$ cat src/rtl/trng_pkg.sv
// Shared types and sizing helpers for the ring-oscillator TRNG sampler.
package trng_pkg;

    // Sampler control states
    typedef enum logic [1:0] {
        ST_IDLE   = 2'd0,
        ST_WARMUP = 2'd1,
        ST_RUN    = 2'd2,
        ST_FAIL   = 2'd3
    } trng_state_e;

    localparam int RO_WIDTH  = 16;
    localparam int BYTE_BITS = 8;
    localparam int BIT_CNT_W = $clog2(BYTE_BITS);

    // Width of a counter that must hold every value 0..max_val (never less than 1 bit)
    function automatic int cnt_width(input int max_val);
        if (max_val < 2) begin
            return 1;
        end else begin
            return $clog2(max_val + 1);
        end
    endfunction

endpackage

$ cat src/rtl/trng_sync2.sv
// Two-flop synchronizer bringing the jittery oscillator bit into the clk domain.
// Both flops are kept so that tools neither merge nor retime them.
module trng_sync2 (
    input  logic clk,
    input  logic rst_n,
    input  logic d,
    output logic q
);

    (* keep = "true", async_reg = "true" *) logic meta_r;
    (* keep = "true", async_reg = "true" *) logic sync_r;

    // Metastability filter: first flop may go metastable, second settles it
    always_ff @(posedge clk or posedge rst_n) begin
        if (rst_n) begin
            meta_r <= 1'b0;
            sync_r <= 1'b0;
        end else begin
            meta_r <= d;
            sync_r <= meta_r;
        end
    end

    assign q = sync_r;

endmodule

$ cat src/rtl/trng_sampler.sv
// TRNG sampler: samples one ring-oscillator bit, von Neumann debiases the raw
// stream, packs bytes for a valid/ready consumer, and shuts the oscillator
// down when the repetition-count health test sees a stuck source.
// Note: rst_n is active-high (asserted when 1) to match the surrounding codebase.
module trng_sampler
    import trng_pkg::*;
#(
    parameter int SAMPLE_BIT = 0,
    parameter int SAMPLE_DIV = 16,
    parameter int WARMUP     = 256,
    parameter int RCT_LIMIT  = 32
) (
    input  logic        clk,
    input  logic        rst_n,
    input  logic        enable,
    input  logic [15:0] ro_out,
    output logic        ro_rst,
    output logic        ro_activate,
    output logic [7:0]  rnd_byte,
    output logic        rnd_valid,
    input  logic        rnd_ready,
    output logic        health_fail
);

    localparam int DIV_W  = cnt_width(SAMPLE_DIV - 1);
    localparam int WARM_W = cnt_width(WARMUP - 1);
    localparam int RUN_W  = cnt_width(RCT_LIMIT);

    localparam logic [DIV_W-1:0]  DIV_LAST  = DIV_W'(SAMPLE_DIV - 1);
    localparam logic [WARM_W-1:0] WARM_LAST = WARM_W'(WARMUP - 1);
    localparam logic [RUN_W-1:0]  RUN_LIMIT = RUN_W'(RCT_LIMIT);

    trng_state_e            state_r;
    logic [DIV_W-1:0]       div_r;
    logic [WARM_W-1:0]      warm_r;
    logic [RUN_W-1:0]       run_cnt_r;
    logic                   last_raw_r;
    logic                   pair_full_r;
    logic                   pair_bit_r;
    logic [6:0]             shift_r;
    logic [BIT_CNT_W-1:0]   bit_cnt_r;

    logic                   raw_sync_s;
    logic                   unused_ro_s;
    logic                   sample_tick_s;
    logic [RUN_W-1:0]       run_next_s;
    logic                   trip_s;
    logic                   deb_valid_s;
    logic                   byte_done_s;
    logic [7:0]             byte_s;
    logic                   handshake_s;
    logic                   load_s;

    // Only one bus bit carries the entropy; the rest of the counter is ignored
    assign unused_ro_s = ^ro_out;

    trng_sync2 u_sync (
        .clk   (clk),
        .rst_n (rst_n),
        .d     (ro_out[SAMPLE_BIT]),
        .q     (raw_sync_s)
    );

    // Per-sample decisions: sample strobe, health run length, debias result, output load
    always_comb begin
        sample_tick_s = 1'b0;
        run_next_s    = run_cnt_r;
        trip_s        = 1'b0;
        deb_valid_s   = 1'b0;
        byte_done_s   = 1'b0;
        byte_s        = {shift_r, pair_bit_r};
        handshake_s   = rnd_valid & rnd_ready;
        load_s        = 1'b0;

        if ((state_r == ST_RUN) && (div_r == DIV_LAST)) begin
            sample_tick_s = 1'b1;
        end else begin
            sample_tick_s = 1'b0;
        end

        // A zero count means this is the first raw bit since the run began
        if ((run_cnt_r == RUN_W'(0)) || (raw_sync_s != last_raw_r)) begin
            run_next_s = RUN_W'(1);
        end else if (run_cnt_r == RUN_LIMIT) begin
            run_next_s = run_cnt_r;
        end else begin
            run_next_s = run_cnt_r + RUN_W'(1);
        end

        trip_s      = sample_tick_s & (run_next_s >= RUN_LIMIT);
        // 10 -> 1 and 01 -> 0: the kept bit is simply the first of the pair
        deb_valid_s = sample_tick_s & pair_full_r & (pair_bit_r != raw_sync_s);
        byte_done_s = deb_valid_s & (bit_cnt_r == BIT_CNT_W'(BYTE_BITS - 1));
        // A finished byte is dropped rather than stalling the sampler when the slot is busy
        load_s      = byte_done_s & ~trip_s & (~rnd_valid | handshake_s);
    end

    // Control FSM with registered oscillator control, sampling datapath and output slot
    always_ff @(posedge clk or posedge rst_n) begin
        if (rst_n) begin
            state_r     <= ST_IDLE;
            ro_rst      <= 1'b1;
            ro_activate <= 1'b0;
            rnd_byte    <= 8'd0;
            rnd_valid   <= 1'b0;
            health_fail <= 1'b0;
            div_r       <= DIV_W'(0);
            warm_r      <= WARM_W'(0);
            run_cnt_r   <= RUN_W'(0);
            last_raw_r  <= 1'b0;
            pair_full_r <= 1'b0;
            pair_bit_r  <= 1'b0;
            shift_r     <= 7'd0;
            bit_cnt_r   <= BIT_CNT_W'(0);
        end else if (!enable) begin
            // Dropping enable stops the source and clears everything in flight
            state_r     <= ST_IDLE;
            ro_rst      <= 1'b1;
            ro_activate <= 1'b0;
            rnd_valid   <= 1'b0;
            health_fail <= 1'b0;
            div_r       <= DIV_W'(0);
            warm_r      <= WARM_W'(0);
            run_cnt_r   <= RUN_W'(0);
            pair_full_r <= 1'b0;
            shift_r     <= 7'd0;
            bit_cnt_r   <= BIT_CNT_W'(0);
        end else begin
            case (state_r)
                ST_IDLE: begin
                    state_r     <= ST_WARMUP;
                    ro_rst      <= 1'b0;
                    ro_activate <= 1'b1;
                    warm_r      <= WARM_W'(0);
                    run_cnt_r   <= RUN_W'(0);
                end

                ST_WARMUP: begin
                    if (warm_r == WARM_LAST) begin
                        state_r <= ST_RUN;
                        div_r   <= DIV_W'(0);
                    end else begin
                        warm_r  <= warm_r + WARM_W'(1);
                    end
                end

                ST_RUN: begin
                    if (sample_tick_s) begin
                        div_r <= DIV_W'(0);
                    end else begin
                        div_r <= div_r + DIV_W'(1);
                    end

                    if (trip_s) begin
                        // Stuck source: shut the oscillator down and discard pending data
                        state_r     <= ST_FAIL;
                        ro_rst      <= 1'b1;
                        ro_activate <= 1'b0;
                        health_fail <= 1'b1;
                        rnd_valid   <= 1'b0;
                        pair_full_r <= 1'b0;
                        shift_r     <= 7'd0;
                        bit_cnt_r   <= BIT_CNT_W'(0);
                    end else begin
                        if (sample_tick_s) begin
                            run_cnt_r  <= run_next_s;
                            last_raw_r <= raw_sync_s;
                            if (!pair_full_r) begin
                                pair_full_r <= 1'b1;
                                pair_bit_r  <= raw_sync_s;
                            end else begin
                                pair_full_r <= 1'b0;
                                if (deb_valid_s) begin
                                    shift_r   <= byte_s[6:0];
                                    bit_cnt_r <= bit_cnt_r + BIT_CNT_W'(1);
                                end else begin
                                    shift_r   <= shift_r;
                                end
                            end
                        end else begin
                            run_cnt_r <= run_cnt_r;
                        end

                        if (load_s) begin
                            rnd_byte  <= byte_s;
                            rnd_valid <= 1'b1;
                        end else if (handshake_s) begin
                            rnd_valid <= 1'b0;
                        end else begin
                            rnd_valid <= rnd_valid;
                        end
                    end
                end

                ST_FAIL: begin
                    state_r     <= ST_FAIL;
                    ro_rst      <= 1'b1;
                    ro_activate <= 1'b0;
                    rnd_valid   <= 1'b0;
                end

                default: begin
                    state_r     <= ST_IDLE;
                    ro_rst      <= 1'b1;
                    ro_activate <= 1'b0;
                    rnd_valid   <= 1'b0;
                end
            endcase
        end
    end

endmodule
$ cat config.mk
export PLATFORM = sky130hd
export DESIGN_NAME = trng_sampler
export DESIGN_NICKNAME = d
export VERILOG_FILES = /design/src/rtl/trng_pkg.sv /design/src/rtl/trng_sync2.sv /design/src/rtl/trng_sampler.sv
export SDC_FILE = /design/constraint.sdc
export NUM_CORES = 1
export LEC_CHECK = 0
export CORE_ASPECT_RATIO = 0.7
export CORE_MARGIN = 5
export CORE_UTILIZATION = 40
export CTS_CLUSTER_SIZE = 16
export DETAILED_ROUTE_END_ITERATION = 7
export DONT_BUFFER_PORTS = 1
export GPL_ROUTABILITY_DRIVEN = 0
export HOLD_SLACK_MARGIN = 0.12
export PLACE_DENSITY = 0.55
export REMOVE_ABC_BUFFERS = 1
export SYNTH_ARGS = -nofsm -noshare
export SYNTH_HDL_FRONTEND = slang
export SYNTH_SLANG_ARGS = --single-unit
$ cat constraint.sdc
create_clock -name clk -period 6.5 [get_ports clk]
set_clock_uncertainty 0.2 [all_clocks]
set_input_delay 0.325 -clock clk [delete_from_list [all_inputs] [get_ports clk]]
set_output_delay 0.325 -clock clk [all_outputs]
set_load 0.05 [all_outputs]
==> flow_summary.json <==
{
  "dp.cells": 299,
  "synth_area_leaders": "dfrtp_1 (47%), ha_1 (5.1%), mux2_4 (4.9%)",
  "synth-edff-count": 0,
  "reg2reg_depth": 6,
  "hold_ws_ns": 0.135,
  "setup_viol": 0,
  "synth_ff_type": "dfrtp_1",
  "first_pass_iters": 4,
  "grt_pass1_wl_um": 8490,
  "timing.final.crit_period_ns": 2.63,
  "hold_path.class": "primary input to register",
  "fin_util_pct": 44.2,
  "cp.required_ns": 6.49,
  "routedWlPerCell_um": 16.4,
  "area_delta_synth_final_pct": 9.07,
  "crit_buf_inv": 2,
  "peakVddDrop_uv": 216,
  "critPathLaunchType": "primary input",
  "critPathMaxStageDelay_ns": 1.01,
  "final_cells": 311,
  "worst-r2r-setup-slack_ns": 3.91,
  "regArea_sq_um": 1180,
  "synth-async-reset-ratio_pct": 100,
  "power.switching_uw": 249,
  "synth_top_area_share_pct": 46.6,
  "cts_buffers": 5,
  "synth_top_area_cell": "dfrtp_1",
  "wl_um": 5100,
  "hold_viol_final": 0,
  "p_int_uw": 487,
  "placed_area_sq_um": 2540,
  "core-area_sq_um": 6100,
  "p_sw_share_pct": 33.9,
  "power.leakage_nw": 1.21,
  "syn_area_sq_um": 2470,
  "finalCritPeriodShare_pct": 40.5,
  "antenna_found_initial": 0,
  "fill_cells": 562,
  "vias_per_cell": 5.54,
  "critical_path.top_delay_family": "buffers and inverters",
  "drive_gt1_share_pct": 12.4,
  "crit_path_top_delay_cell": "dlygate4sd3_1",
  "clk_pin_slew_ns": 0.10,
  "die_h_um": 75.7,
  "cap_violations": 0,
  "drtIter0Drc": 54,
  "num_vias": 1724,
  "antenna_left": 0,
  "worst_skew_pair.late_latency_ns": 0.30,
  "dieArea_sq_um": 7870,
  "ys_seq_area_share_pct": 47.7,
  "powerDensity_nw_per_um2": 273,
  "floorplan.initialDensity_pct": 40.5,
  "worst_slack_ns": 3.87,
  "dp_hpwl_um": 3490,
  "design_power_total_uw": 736,
  "placement_rows": 24,
  "grt-busiest-layer": "met1",
  "slew_viol_final": 0,
  "hold_end": "div_r[1]",
  "r2r-end": "rnd_byte[2]",
  "syn_inst": 228,
  "grt_usage_pct": 13.4,
  "cts_setup_buffers": 0,
  "synth_warnings": 0,
  "min_path_cells": 4,
  "tritoncts": "done",
  "rsz0062_at_grt": "no",
  "cp.arrival_ns": 2.62,
  "clock-root-buffer": "clkbuf_8",
  "post-place-ws_ns": 3.96,
  "synthDistinctLibCells": 49,
  "pwr-share-comb_pct": 21.6,
  "cts_sinks": 47,
  "cts-htree-levels": 2,
  "mostFrequentLayoutCell": "dfrtp_1",
  "gr-usage-met3_pct": 3.90,
  "drc_errors": 0,
  "seqPwrFrac_pct": 47.8,
  "fin_tns_setup_ns": 0,
  "status": "completed",
  "max_slew_margin_pct": 32.8,
  "ys_seq_elements": 47,
  "io_buffers": 0,
  "layout.cells.most_common_list": "dfrtp_1 (46), nand2_1 (14), o21ai_0 (14), nor2_1 (12), a21oi_1 (12)",
  "grt_max_degree": 48,
  "first_global_vias": 1651,
  "worstPathCellList": "dlygate4sd3_1 > clkinv_1 > nor4_2 > mux2_1",
  "max_freq_mhz": 380,
  "critPathKind": "primary input to register",
  "cp_max_fo": 19,
  "use_met1_pct": 21.4,
  "antenna_cells": 0,
  "final_nets": 262,
  "syn_avg_cell_area_sq_um": 10.8,
  "grt_use_met2_pct": 17.7,
  "min-delay-start": "enable",
  "overflow": 0,
  "p_clk_share_pct": 30.6,
  "fp.dieW_um": 104,
  "multi_input_area_sq_um": 1230,
  "final_area_sq_um": 2690,
  "worstReg2RegStart": "state_r[0]",
  "endpoint_kind": "register",
  "ioPinCount": 32,
  "worst_pin_slew_ns": 1.01,
  "clockBufferDepth": 2
}
worst register-to-register path: stages, from the launching register on:
cell and delay (ns):
dfrtp_1 0.49, inv_1 0.19, ha_1 0.40, nand4_1 0.34, nor3_4 0.30, nand3_4 0.21
mux2_4 0.35
area by class of cell:
class | count | area share [%]
multi-input cells | 165 | 45.6
flip-flops and latches | 47 | 43.7
well taps | 78 | 3.62
clock buffers | 5 | 2.56
clock inverters | 3 | 1.72
repair buffers | 4 | 1.49
inverters | 9 | 1.25
synth_stat cells, types with 2 or more instances:
library cell	count
clkbuf_1	5
o211ai_1	2
nand3_1	8
nor4_1	3
nor2b_1	2
dfrtp_1	46
inv_1	8
and2_1	5
nor3_1	9
buf_2	2
o21ai_1	2
o311ai_1	2
o21a_1	2
nor2_1	12
and3_1	8
nand4_1	3
a31oi_1	5
o21ai_0	14
nand2b_1	4
ha_1	10
and4b_1	2
mux2i_1	2
a32o_1	9
nor3_4	3
mux2_1	2
a21oi_1	12
mux2_4	8
o21a_4	2
o31ai_1	3
nand2_1	14
power by group through the flow:
stage	registers [mW]	clock network [mW]	logic, mW
after floorplan	0.350	0	0.122
after global placement	0.357	0	0.156
after detailed placement	0.357	0	0.155
after CTS	0.352	0.231	0.159
after global routing	0.356	0.242	0.181
final	0.352	0.225	0.159
state kept, by name (all words and copies together), names as in the netlist:
name,cells
bit_cnt_r,3
div_r,4
health_fail,1
last_raw_r,1
pair_bit_r,1
pair_full_r,1
rnd_byte,8
rnd_valid,1
ro_activate,1
ro_rst,1
run_cnt_r,6
shift_r,7
state_r,2
u_sync.meta_r,1
u_sync.q,1
warm_r,8
worst max-delay path by stage:
stage | startpoint | end | slack, ns | cells after the start
floorplan | state_r[0] | rnd_byte[0] | 4.30 | 6
global placement | state_r[0] | rnd_byte[5] | 3.99 | 6
detailed placement | state_r[0] | rnd_byte[2] | 3.96 | 6
CTS | enable | pair_bit_r | 3.92 | 4
global route | enable | warm_r[7] | 3.73 | 6
finish | enable | pair_bit_r | 3.87 | 4
metal layers:
metal | wire [um] | vias up
met3 | 187 | 2
met2 | 1890 | 23
met5 | 0 | -
met1 | 3010 | 840
li1 | - | 859
met4 | 19 | 0
cell families (layout without fill, tap and decap cells):
| group | Yosys count | count (layout) | share of synthesized area, % |
|---|---|---|---|
| XOR/XNOR | 2 | 2 | 1.01 |
| AND/OR/NAND/NOR | 79 | 79 | 19.0 |
| multiplexers | 13 | 13 | 7.05 |
| buffers and inverters | 16 | 21 | 2.53 |
| AO/OA/AOI/OAI | 61 | 61 | 17.6 |
| flip-flops | 47 | 47 | 47.7 |
| adder cells (fa/ha/maj) | 10 | 10 | 5.07 |
timing repair:
item	4_1_cts	5_1_grt
hold endpoints to repair	68	0
resized for setup	0	0
hold buffers	4	0
Note: power is estimated with default switching activity, not from simulation.
